<file path="src/rtl/led_driver_rx.sv">
// ----------------------------------------------------------------------------
// led_driver_rx
//
// Device side of the LED-driver serial link (serial/sclk/lat/gsclk). Grayscale
// frames are shifted in MSB first on sclk rising edges and copied into a latch
// register on lat rising edges. A saturating grayscale counter advances on
// gsclk rising edges and each channel's PWM output is high while the counter
// is below that channel's latched value. Every link input is sampled on the
// single system clock through a synchroniser chain.
//
// Ports:
//   clk          system clock
//   rst          asynchronous active-high reset
//   serial       serial data, MSB first
//   sclk         shift clock
//   lat          latch strobe
//   gsclk        grayscale clock
//   blank        high clears the GS counter and forces all PWM low
//   sout         MSB of the shift register (daisy-chain out)
//   pwm_out      per-channel PWM, active-high
//   frame_valid  one-cycle pulse after a latch
//   frame_error  valid with frame_valid: latched bit count was not a full frame
//   rx_state     0 IDLE, 1 SHIFTING, 2 FULL, 3 OVERRUN
// ----------------------------------------------------------------------------
module led_driver_rx #(
    parameter int unsigned CHANNELS    = 16,
    parameter int unsigned GS_BITS     = 12,
    parameter int unsigned SYNC_STAGES = 2
) (
    input  logic                clk,
    input  logic                rst,
    input  logic                serial,
    input  logic                sclk,
    input  logic                lat,
    input  logic                gsclk,
    input  logic                blank,
    output logic                sout,
    output logic [CHANNELS-1:0] pwm_out,
    output logic                frame_valid,
    output logic                frame_error,
    output logic [1:0]          rx_state
);

    localparam int unsigned TOTAL   = CHANNELS * GS_BITS;
    localparam int unsigned CNT_W   = $clog2(TOTAL + 2);
    // Never fewer than two flops, whatever the caller asks for.
    localparam int unsigned SYNC_ST = (SYNC_STAGES < 2) ? 2 : SYNC_STAGES;

    localparam logic [CNT_W-1:0]   CntFull = CNT_W'(TOTAL);
    localparam logic [CNT_W-1:0]   CntSat  = CNT_W'(TOTAL + 1);
    localparam logic [GS_BITS-1:0] GsMax   = '1;

    typedef enum logic [1:0] {
        StIdle     = 2'd0,
        StShifting = 2'd1,
        StFull     = 2'd2,
        StOverrun  = 2'd3
    } rx_state_e;

    // ------------------------------------------------------------------
    // Synchronisers and rising-edge detection.
    // Bit order inside each stage: {serial, sclk, lat, gsclk}.
    // ------------------------------------------------------------------
    logic [3:0] sync_q [SYNC_ST];
    logic [2:0] prev_q;      // previous synced {sclk, lat, gsclk}
    logic [3:0] sync_s;
    logic       serial_s;
    logic       sclk_rise;
    logic       lat_rise;
    logic       gsclk_rise;

    always_ff @(posedge clk or posedge rst) begin
        if (rst) begin
            for (int i = 0; i < SYNC_ST; i++) begin
                sync_q[i] <= '0;
            end
            prev_q <= '0;
        end else begin
            sync_q[0] <= {serial, sclk, lat, gsclk};
            for (int i = 1; i < SYNC_ST; i++) begin
                sync_q[i] <= sync_q[i-1];
            end
            prev_q <= sync_s[2:0];
        end
    end

    assign sync_s     = sync_q[SYNC_ST-1];
    assign serial_s   = sync_s[3];
    assign sclk_rise  = sync_s[2] & ~prev_q[2];
    assign lat_rise   = sync_s[1] & ~prev_q[1];
    assign gsclk_rise = sync_s[0] & ~prev_q[0];

    // ------------------------------------------------------------------
    // Shift register, latch register and bit counter.
    // ------------------------------------------------------------------
    logic [TOTAL-1:0] shift_q, shift_d;
    logic [TOTAL-1:0] latch_q, latch_d;
    logic [CNT_W-1:0] cnt_q, cnt_d;

    always_comb begin
        shift_d = shift_q;
        latch_d = latch_q;
        cnt_d   = cnt_q;

        if (sclk_rise) begin
            shift_d = {shift_q[TOTAL-2:0], serial_s};
        end

        // The latch takes the pre-shift contents when both edges coincide.
        if (lat_rise) begin
            latch_d = shift_q;
        end

        if (lat_rise) begin
            // A coincident shift is the first bit of the next frame.
            cnt_d = sclk_rise ? CNT_W'(1) : '0;
        end else if (sclk_rise && (cnt_q != CntSat)) begin
            cnt_d = cnt_q + CNT_W'(1);
        end
    end

    always_ff @(posedge clk or posedge rst) begin
        if (rst) begin
            shift_q <= '0;
            latch_q <= '0;
            cnt_q   <= '0;
        end else begin
            shift_q <= shift_d;
            latch_q <= latch_d;
            cnt_q   <= cnt_d;
        end
    end

    assign sout = shift_q[TOTAL-1];

    // ------------------------------------------------------------------
    // Frame state: a registered decode of the bit counter, so state_q always
    // describes cnt_q.
    // ------------------------------------------------------------------
    rx_state_e state_q, state_d;

    always_comb begin
        state_d = StIdle;
        if (cnt_d == '0) begin
            state_d = StIdle;
        end else if (cnt_d < CntFull) begin
            state_d = StShifting;
        end else if (cnt_d == CntFull) begin
            state_d = StFull;
        end else begin
            state_d = StOverrun;
        end
    end

    always_ff @(posedge clk or posedge rst) begin
        if (rst) begin
            state_q <= StIdle;
        end else begin
            state_q <= state_d;
        end
    end

    assign rx_state = state_q;

    // ------------------------------------------------------------------
    // Frame status pulse, judged on the state before this cycle's shift.
    // ------------------------------------------------------------------
    logic frame_valid_q;
    logic frame_error_q;

    always_ff @(posedge clk or posedge rst) begin
        if (rst) begin
            frame_valid_q <= 1'b0;
            frame_error_q <= 1'b0;
        end else begin
            frame_valid_q <= lat_rise;
            frame_error_q <= lat_rise && (state_q != StFull);
        end
    end

    assign frame_valid = frame_valid_q;
    assign frame_error = frame_error_q;

    // ------------------------------------------------------------------
    // Grayscale counter: saturating, held at zero while blanked.
    // ------------------------------------------------------------------
    logic [GS_BITS-1:0] gs_q, gs_d;

    always_comb begin
        gs_d = gs_q;
        if (blank) begin
            gs_d = '0;
        end else if (gsclk_rise && (gs_q != GsMax)) begin
            gs_d = gs_q + GS_BITS'(1);
        end
    end

    always_ff @(posedge clk or posedge rst) begin
        if (rst) begin
            gs_q <= '0;
        end else begin
            gs_q <= gs_d;
        end
    end

    // ------------------------------------------------------------------
    // PWM: compares registered counter and latch, so outputs follow either
    // one clock later. Strict less-than keeps a zero value permanently off.
    // ------------------------------------------------------------------
    logic [CHANNELS-1:0] pwm_q, pwm_d;

    always_comb begin
        pwm_d = '0;
        for (int i = 0; i < CHANNELS; i++) begin
            pwm_d[i] = !blank && (gs_q < latch_q[i*GS_BITS +: GS_BITS]);
        end
    end

    always_ff @(posedge clk or posedge rst) begin
        if (rst) begin
            pwm_q <= '0;
        end else begin
            pwm_q <= pwm_d;
        end
    end

    assign pwm_out = pwm_q;

endmodule

</file>
<file path="config.mk">
export PLATFORM = sky130hd
export DESIGN_NAME = led_driver_rx
export DESIGN_NICKNAME = d
export VERILOG_FILES = /design/src/rtl/led_driver_rx.sv
export SDC_FILE = /design/constraint.sdc
export NUM_CORES = 1
export LEC_CHECK = 0
export BUFFER_PORTS_ARGS = -buffer_cell sky130_fd_sc_hd__buf_2
export CAP_MARGIN = 20
export CORE_UTILIZATION = 57
export DETAILED_ROUTE_END_ITERATION = 10
export GPL_TIMING_DRIVEN = 1
export PLACE_DENSITY_LB_ADDON = 0.1
export SLEW_MARGIN = 10
export SYNTH_ARGS = -nofsm -noshare
export SYNTH_HDL_FRONTEND = slang
export SYNTH_SLANG_ARGS = --single-unit
</file>
<file path="constraint.sdc">
create_clock -name clk -period 12.5 [get_ports clk]
set_input_delay 0 -clock clk [delete_from_list [all_inputs] [get_ports clk]]
set_output_delay 0 -clock clk [all_outputs]
set_load 0.1 [all_outputs]
</file>
==> results.md, run 1 <==
- Pre-CTS WS: 9.03 ns
- Crit end category: flop
- Layout cells sized above 1: 0.0565
- Hold path start: serial
- Critical path required time: 12.91 ns
- Top cell type by total area after synthesis: dfrtp_1
- Gpl congestion: 0.764
- R2R depth: 6
- WHS Path Cells: 2
- Max Root-Sink Buffers: 3
- Sequential area share after synthesis: 0.536
- First-pass GRT wire length: 72.7 mm
- Leakage: 11.5 nW
- Final setup viols: 0
- CTS Buf Count: 47
- CTS clk-pin slew, worst paths: 0.06 ns
- Slew margin rel.: 0.283
- Worst Hold Endpoint: sync_q[7]
- Pwr Density: 132 nW/um2
- Worst-path maximum fanout: 195
- Number of global-route vias before repair: 14800
- Pin count of the biggest net entering global routing: 196
- Synthesized netlist cell count: 2228
- Status: finished, final reports clean
- R2r startpoint: prev_q[1]
- Initial core utilization: 0.583
- Number of enable flip-flop cells after synthesis: 0
- Nets: 2421
- Post-synth ARST share: 1.00
- Max-cap viol count: 0
- Die Y: 191 um
- Area contributors post-synth: dfrtp_1, nand2_1, ha_1
- Placed cell area: 20800 um2
- Final Skew: 0.00756 ns
- Setup WS post-layout: 9.09 ns
- Synth Register Bits: 435
- Crit-path slowest cell: buf_4
- PortBufs: 27
- Starting DRT DRC Count: 910
- Total track usage: 0.251
- Measured slew at the worst slew-check pin: 1.08 ns
- CTS Root Cell: clkbuf_16
- Fin crit share: 0.273
- Fin util: 0.642
- DRT antenna net count: 0
- R2r endpoint: latch_q[39]
- Critical path class: flop to flop
- Final worst path period need: 3.41 ns
- WL/cell: 15.7 um
- Post-route cell area: 22300 um2
- Final Hold Fails: 0
- Layout area overhead: 10.1%
- WP data arrival: 3.83 ns
- Initial antenna violation count: 0
- Core ar.: 34800 um2
- Via count: 14600
- Fillers: 2962
- Fmax: 293 MHz
- Clock Latency Late Sink: 0.57 ns
- Count of final max-slew check failures: 0
- Reg2reg setup slack: 9.09 ns
- DP HPWL: 24.4 mm
- Setup TNS: 0 ns
- H-tree depth: 2
- RSZ-0062 raised after global routing: no
- Clock sink count: 435
- Antenna fix cells: 0
- Synth unique cells: 46
- Net Count, Synth: 2414
- Top cell type's share of synthesized area: 0.536
- Max stage delay on crit path: 0.86 ns
- # IOs: 28
- Cell Area, Synth: 20300 um2
- Vias per cell: 5.36
- Yosys warns: 0
- Syn avg cell area: 9.11 um2
- CP most frequent cell: buf_4
- Critical Path Source Type: flop
- Hold crit path type: primary input to flop
- Die Width: 191 um
- Global route overflow: 0
- DRC: 0
- Maximum vdd ir drop: 0.000118 V
- WL final: 42.8 mm
- CTS tree: built
- Row count: 68
- Crit-path cells: nand2b_1, buf_4, inv_8, buf_4, buf_4, o21ai_0
- Drt pass-1 iters: 5
- Die Area: 36400 um2
- Synth Flop Type: dfrtp_1
[cell type report]
cell class	instances	area, um2	area share
clock buffer	74	1440	0.0645
clock inverter	4	20.0	0.000896
inverter	197	754	0.0338
multi-input combinational	1501	8280	0.371
sequential	435	10900	0.487
tap	455	569	0.0255
timing repair buffer	53	388	0.0174
[Yosys cell counts, types with 2 or more instances]
master and n:
clkbuf_1 52, o21ai_1 2, or3_1 4, o21ai_0 184
o22ai_1 17, xnor2_1 8, a21oi_1 71, nor2_1 34
a2111o_1 17, xor2_1 3, o31ai_1 16, a31oi_1 17
inv_1 197, nand4_1 5, nand3_1 21, buf_1 6
nand2_1 827, nand2b_1 19, nor3_1 5, ha_1 179
dfrtp_1 435, buf_2 36, mux2i_1 3, nor2b_1 18
and3_1 16, a21o_1 16
[report_power, final]
part	switching, mW	total, mW	internal [mW]
Combinational	0.134	0.174	0.0395
Clock	0.542	1.32	0.781
Sequential	0.0188	1.45	1.44
[how the worst max path moves through the flow]
stage | slack, ns | startpoint | cells past startpoint | to
2_1_floorplan | 0.38 | rst | 1 | cnt_q[0]
3_3_place_gp | 9.14 | prev_q[1] | 6 | latch_q[30]
3_5_place_dp | 9.03 | prev_q[1] | 6 | latch_q[39]
4_1_cts | 9.04 | prev_q[1] | 6 | latch_q[39]
5_1_grt | 8.71 | prev_q[1] | 6 | latch_q[35]
6_report | 9.09 | prev_q[1] | 6 | latch_q[39]
[critical path, delay by kind of cell (launching register included)]
family | cells | cell delay (ns)
buf+inv | 4 | 2.52
compound gates | 1 | 0.19
simple gates | 1 | 0.13
flops | 1 | 0.36
[routing by layer]
layer	GRT usage	vias to the layer above	part of all wire
met1	0.331	7060	0.46
met4	0.0951	0	0.030
li1	-	7201	-
met3	0.0331	80	0.036
met5	0	-	0
met2	0.424	232	0.47
[cells by family after synthesis]
family / synth area share
fa+ha+maj: 0.110
buf+inv: 0.0564
compound gates: 0.0984
mux: 0.00203
xor+xnor: 0.00475
simple gates: 0.192
flops: 0.536
[per-stage QoR]
| stage | cells | hold WS [ns] | power (mW) |
|---|---|---|---|
| final | 2719 | 0.0681 | 2.95 |
| after floorplan | 2228 | 0.0314 | 1.61 |
| after detailed placement | 2634 | 0.110 | 1.65 |
| after CTS | 2717 | 0.0330 | 2.99 |
| after global routing | 2719 | 0.0570 | 3.06 |
| after global placement | 2634 | 0.109 | 1.65 |
[timing repair]
| item | CTS | global route |
|---|---|---|
| buffers inserted | 0 | 0 |
| endpoints found under the hold margin | 120 | 0 |
| hold buffers | 5 | 0 |
| resized for setup | 0 | 0 |
[cells in the final DEF, fill, tap and decap left out, types with 5 or more instances in the layout]
| cell | netlist | layout |
|---|---|---|
| nand2_1 | 827 | 827 |
| dfrtp_1 | 435 | 434 |
| inv_1 | 197 | 195 |
| o21ai_0 | 184 | 184 |
| ha_1 | 179 | 179 |
| a21oi_1 | 71 | 71 |
| clkbuf_16 | 0 | 49 |
| nor2_1 | 34 | 34 |
| buf_2 | 36 | 27 |
| nand3_1 | 21 | 21 |
| nand2b_1 | 19 | 18 |
| buf_4 | 1 | 18 |
| a31oi_1 | 17 | 17 |
| o22ai_1 | 17 | 17 |
| a2111o_1 | 17 | 17 |
| nor2b_1 | 18 | 17 |
| and3_1 | 16 | 16 |
| a21o_1 | 16 | 16 |
| o31ai_1 | 16 | 16 |
| clkbuf_1 | 52 | 13 |
| clkbuf_8 | 0 | 12 |
| xnor2_1 | 8 | 8 |
| nand4_1 | 5 | 5 |
| nor3_1 | 5 | 5 |
| dlygate4sd3_1 | 0 | 5 |
[sequential cells by signal, summed over array words and instances, names as in the netlist]
name / cells
cnt_q: 8
frame_error: 1
frame_valid: 1
gs_q: 12
latch_q: 192
prev_q: 3
pwm_out: 16
rx_state: 2
shift_q: 192
sync_q: 4
sync_s: 4
Note: power is estimated with default switching activity, not from simulation.
==> run 2: changes to the inputs <==
ABC_AREA = 1   (was not set)
CORE_UTILIZATION = 60   (was 57)
clock period = 3.5 ns   (was 12.5 ns; I/O delays follow)
==> run 2 against run 1 <==
Effect of this change: sequential share of layout area down 0.94 points; largest power group unchanged; final cell count up 5.8%; die area down 3.8%; first-iteration DRC count up 25%.
==> results.md, run 2 <==
- Total track usage: 0.263
- Setup crit start: gs_q[10]
- Hold path start: gsclk
- Row count: 67
- Bufs and invs on worst path: 2
- Crit-path slowest cell: dfrtp_1
- Worst hold slack: 0.0819 ns
- First-pass GRT wire length: 74.6 mm
- CTS clk-pin slew, worst paths: 0.06 ns
- Core ar.: 33600 um2
- RSZ-0062 raised after global routing: no
- Initial antenna violation count: 0
- Number of enable flip-flop cells after synthesis: 0
- Critical path required time: 4.01 ns
- Post-CTS setup buffer count: 0
- Synthesized netlist cell count: 2377
- CTS Buf Count: 46
- Starting DRT DRC Count: 1133
- Critical path class: flop to flop
- Pre-CTS WS: 1.44 ns
- Synth Flop Type: dfrtp_1
- H-tree depth: 2
- Cell Area, Synth: 20600 um2
- Die Y: 187 um
- Post-route cell area: 22800 um2
- Max stage delay on crit path: 0.94 ns
- CTS Root Cell: clkbuf_16
- WP data arrival: 2.67 ns
- Layout area overhead: 10.8%
- Drt pass-1 iters: 5
- Final setup viols: 0
- Status: finished, final reports clean
- Post-synth top cells: nand2_1, dfrtp_1, inv_1, o21ai_0, ha_1
- Synth Register Bits: 435
- Crit-path cells: buf_4, ha_1, nand2_1, inv_1, nand3_1, nand3_1, a21oi_1, o21a_1
- Nets: 2580
- Fin crit share: 0.617
- Sequential area share after synthesis: 0.530
- CP most frequent cell: nand3_1
- Initial core utilization: 0.611
- Most common cell after layout, fill and taps aside: nand2_1
- CP top delay family: flip-flops
- Die Area: 35000 um2
- Final Skew: 0.0138 ns
- Leakage: 11.9 nW
- Top cell type by total area after synthesis: dfrtp_1
- # IOs: 28
- PortBufs: 27
- Inst Count DP: 2789
- CTS tree: built
- Post-synth ARST share: 1.00
- Crit end category: flop
- Area contributors post-synth: dfrtp_1, nand2_1, ha_1
- Via count: 15300
- Gpl congestion: 0.808
- CTS Hold Bufs: 5
- Max Root-Sink Buffers: 3
- Layout cells sized above 1: 0.0572
- Pin count of the biggest net entering global routing: 193
- Placed cell area: 21200 um2
- Hold crit path type: primary input to flop
- Slew margin rel.: 0.389
- Clock Latency Late Sink: 0.57 ns
- Fmax: 463 MHz
- Critical Path Source Type: flop
- Pwr Density: 474 nW/um2
- WL/cell: 15.3 um
- Net Count, Synth: 2563
- Top cell type's share of synthesized area: 0.530
- Post-cts resize count: 0
- DRT antenna net count: 0
- Count of final max-slew check failures: 0
- Number of global-route vias before repair: 15200
- Vias per cell: 5.31
- Die Width: 187 um
- Max-cap viol count: 0
- R2r startpoint: gs_q[10]
- Synth unique cells: 27
- DRC: 0
- Syn avg cell area: 8.65 um2
- Most common cell in the netlist: nand2_1
- DP HPWL: 26.5 mm
- Most frequent cells in the layout: nand2_1, dfrtp_1, inv_1, o21ai_0, ha_1
- WL final: 43.9 mm
- Final std cells w/o fill: 2878
- Setup WS post-layout: 1.34 ns
- Yosys warns: 0
- Maximum vdd ir drop: 0.000367 V
- Setup TNS: 0 ns
- Measured slew at the worst slew-check pin: 0.917 ns
- Final Hold Fails: 0
- Final worst path period need: 2.16 ns
- Global route overflow: 0
- Antenna fix cells: 0
- Worst-path maximum fanout: 13
- Clock sink count: 435
## run 2: cell count changes in the layout (fill, tap and decap cells not counted), sizes merged, moves of 18 or more
| cell | delta |
|---|---|
| o21ai | +44 |
| nor2b | -19 |
| nand2b | -19 |
| a21oi | +23 |
| nand3 | +40 |
| a31oi | -18 |
| nand2 | +69 |
| inv | +83 |
## run 2: layout make-up
cell class,instances,area [um2]
fillers,2703,10800
well taps,448,561
clock buffers,71,1410
multi-input cells,1573,8230
clock inverters,13,145
flip-flops and latches,435,10900
repair buffers,57,473
inverters,281,1070
## run 2: cells by family after synthesis
group                      share of synthesized area
AOI/OAI and AO/OA                             0.0913
and+or+nand+nor                                0.198
buffers and inverters                         0.0701
adders and majority gates                      0.109
xor gates and xnor gates                     0.00170
DFF                                            0.530
## run 2: through the flow
stage / util / total power [mW]
global route: 0.677 / 11.2
global placement: 0.630 / 5.90
detailed placement: 0.630 / 5.91
floorplan: - / 5.74
finish: 0.677 / 10.8
CTS: 0.677 / 10.9
## run 2: path summary, 6_finish.rpt
check	endpoint	slack (ns)	depth (start not counted)
min in group asynchronous	latch_q[105]	0.13	3
worst min-delay path	sync_q[4]	0.08	2
worst max-delay path	pwm_out[7]	1.34	8
worst min register to register	sync_s[1]	0.35	0
max in group asynchronous	shift_q[48]	2.31	4
worst max register to register	pwm_out[7]	1.34	8
## run 2: power breakdown
group / internal, mW / leakage, nW / total (mW) / switching [mW]
combinational: 0.140 / 5.13 / 0.632 / 0.491
sequential: 5.13 / 6.03 / 5.19 / 0.0619
clock: 2.99 / 0.764 / 4.96 / 1.98
## run 2: routing by layer
| layer | up-vias | part of all wire | track usage |
|---|---|---|---|
| li1 | 7561 | - | - |
| met1 | 7395 | 0.46 | 0.359 |
| met2 | 230 | 0.47 | 0.434 |
| met3 | 88 | 0.034 | 0.0330 |
| met4 | 0 | 0.030 | 0.0952 |
| met5 | - | 0 | 0 |
==> run 3: changes to the inputs <==
ABC_AREA = 0   (was 1)
CORE_UTILIZATION = 57   (was 60)
clock period = 1.85 ns   (was 3.5 ns; I/O delays follow)
==> run 3 against run 2 <==
Effect of this change: maximum frequency increased by 20%; hold slack got worse by 0.0094 ns; die area increased by 3.9%; sequential share of layout area decreased by 0.76 points; via count decreased by 1.7%; core utilization decreased by 1.2 points; power increased by 89%; clock power increased by 84%; critical endpoint is now rx_state[0]; clock skew decreased by 0.0030 ns; critical path depth decreased by 3; routed wire length increased by 1.5%.
==> results.md, run 3 (synthesis gave the netlist of run 1 again) <==
- R2r startpoint: cnt_q[0]
- Critical Path Source Type: flop
- Initial core utilization: 0.583
- # IOs: 28
- DP HPWL: 27.6 mm
- Critical path required time: 2.30 ns
- Fmax: 555 MHz
- CTS Root Cell: clkbuf_16
- PortBufs: 27
- RSZ-0062 raised after global routing: yes
- WHS Path Cells: 2
- Setup crit start: cnt_q[0]
- Final worst path period need: 1.80 ns
- Most common cell after layout, fill and taps aside: nand2_1
- DRC: 0
- Final setup viols: 0
- Total track usage: 0.258
- Gpl congestion: 0.815
- Die Area: 36400 um2
- CTS tree: built
- Drt pass-1 iters: 5
- Pre-CTS WS: -0.0259 ns
- First-pass GRT wire length: 74.4 mm
- Inst Count DP: 2686
- H-tree depth: 2
- R2r endpoint: rx_state[0]
- CTS clk-pin slew, worst paths: 0.06 ns
- Final Hold Fails: 0
- Layout area overhead: 14.0%
- Met2 Use GR: 0.434
- Layout cells sized above 1: 0.0827
- Maximum vdd ir drop: 0.000714 V
- Vias per cell: 5.41
- Hold crit path type: primary input to flop
- WP data arrival: 2.25 ns
- Number of global-route vias before repair: 15000
- Worst hold slack: 0.0725 ns
- Pwr Density: 879 nW/um2
- Measured slew at the worst slew-check pin: 0.730 ns
- Die Width: 191 um
- Final std cells w/o fill: 2778
- Crit end category: flop
- Bufs and invs on worst path: 0
- Crit-path cells: ha_1, and4bb_2, a31oi_4, a41oi_1, a2111o_1
- Reg2reg setup slack: 0.05 ns
- Global routing usage on met1: 0.345
- Core ar.: 34800 um2
- Fin crit share: 0.973
- Setup WS post-layout: 0.0496 ns
- WL/cell: 16.0 um
- WP depth: 5
- Max-cap viol count: 0
- Max stage delay on crit path: 0.45 ns
- Final Skew: 0.0108 ns
- Global route overflow: 0
- Status: finished, final reports clean
- Setup TNS: 0 ns
- Starting DRT DRC Count: 1007
- Count of final max-slew check failures: 0
- Total power draw: 20.3 mW
- Grt peak-use layer: met2
- Via count: 15000
- Pin count of the biggest net entering global routing: 119
- DRT antenna net count: 0
- WL final: 44.6 mm
- Max Root-Sink Buffers: 3
- Initial antenna violation count: 0
- Crit path to: rx_state[0]
- Fillers: 2852
- Met3 usage: 0.0445
- Slew margin rel.: 0.513
- Leakage: 11.9 nW
- Clock Latency Late Sink: 0.57 ns
- Critical path class: flop to flop
- CP top delay family: compound AO/OA/AOI/OAI gates
- Row count: 68
- Nets: 2475
- Crit-path slowest cell: dfrtp_2
- Clock sink count: 435
- Die Y: 191 um
- Worst-path maximum fanout: 8
- R2R depth: 5
- CTS Buf Count: 47
- Antenna fix cells: 0
- Most frequent cells in the layout: nand2_1, dfrtp_1, inv_1, o21ai_0, ha_1
## run 3: cell types whose count changed in the layout (fill, tap and decap cells not counted), moves of 20 or more
| cell | change |
|---|---|
| nand2_1 | -64 |
| a21oi_1 | -25 |
| inv_1 | -82 |
| nand3_1 | -40 |
| o21ai_0 | -46 |
| buf_12 | +20 |
| buf_4 | +27 |
## run 3: where the power goes
part | switching [mW] | internal [mW] | total [mW]
clock | 3.72 | 5.42 | 9.14
combinational | 0.975 | 0.402 | 1.38
sequential | 0.121 | 9.70 | 9.82
## run 3: worst min-delay path by stage
stage / start / endpoint
4_1_cts: sclk / sync_q[6]
6_report: sclk / sync_q[6]
3_5_place_dp: rst / shift_q[162]
3_3_place_gp: rst / shift_q[162]
2_1_floorplan: gsclk / sync_q[4]
5_1_grt: lat / sync_q[5]
## run 3: through the flow
stage | util | instance area, um2
after floorplan | - | 20300
after global placement | 0.618 | 21500
after detailed placement | 0.618 | 21500
after CTS | 0.664 | 23100
after global routing | 0.665 | 23100
final | 0.665 | 23100
## run 3: routing by layer
layer,vias up,wire (um)
met1,7372,20400
met5,-,0
met3,69,1940
met2,273,21300
li1,7303,-
met4,0,930
## run 3: final cells by class
cell class	instances	area [um2]	area share
inverters	197	756	0.0327
flip-flops and latches	435	10900	0.470
repair buffers	107	1120	0.0486
clock buffers	72	1390	0.0601
multi-input cells	1501	8310	0.359
clock inverters	11	109	0.00470
well taps	455	569	0.0246
## run 3: timing repair
| item | 4_1_cts | 5_1_grt |
|---|---|---|
| gates resized for setup | 4 | 7 |
| endpoints found under the setup margin | 1 | 94 |
| hold buffers | 7 | 0 |
| endpoints found under the hold margin | 288 | 0 |
| pin swaps | 0 | 2 |
| buffers inserted | 0 | 2 |
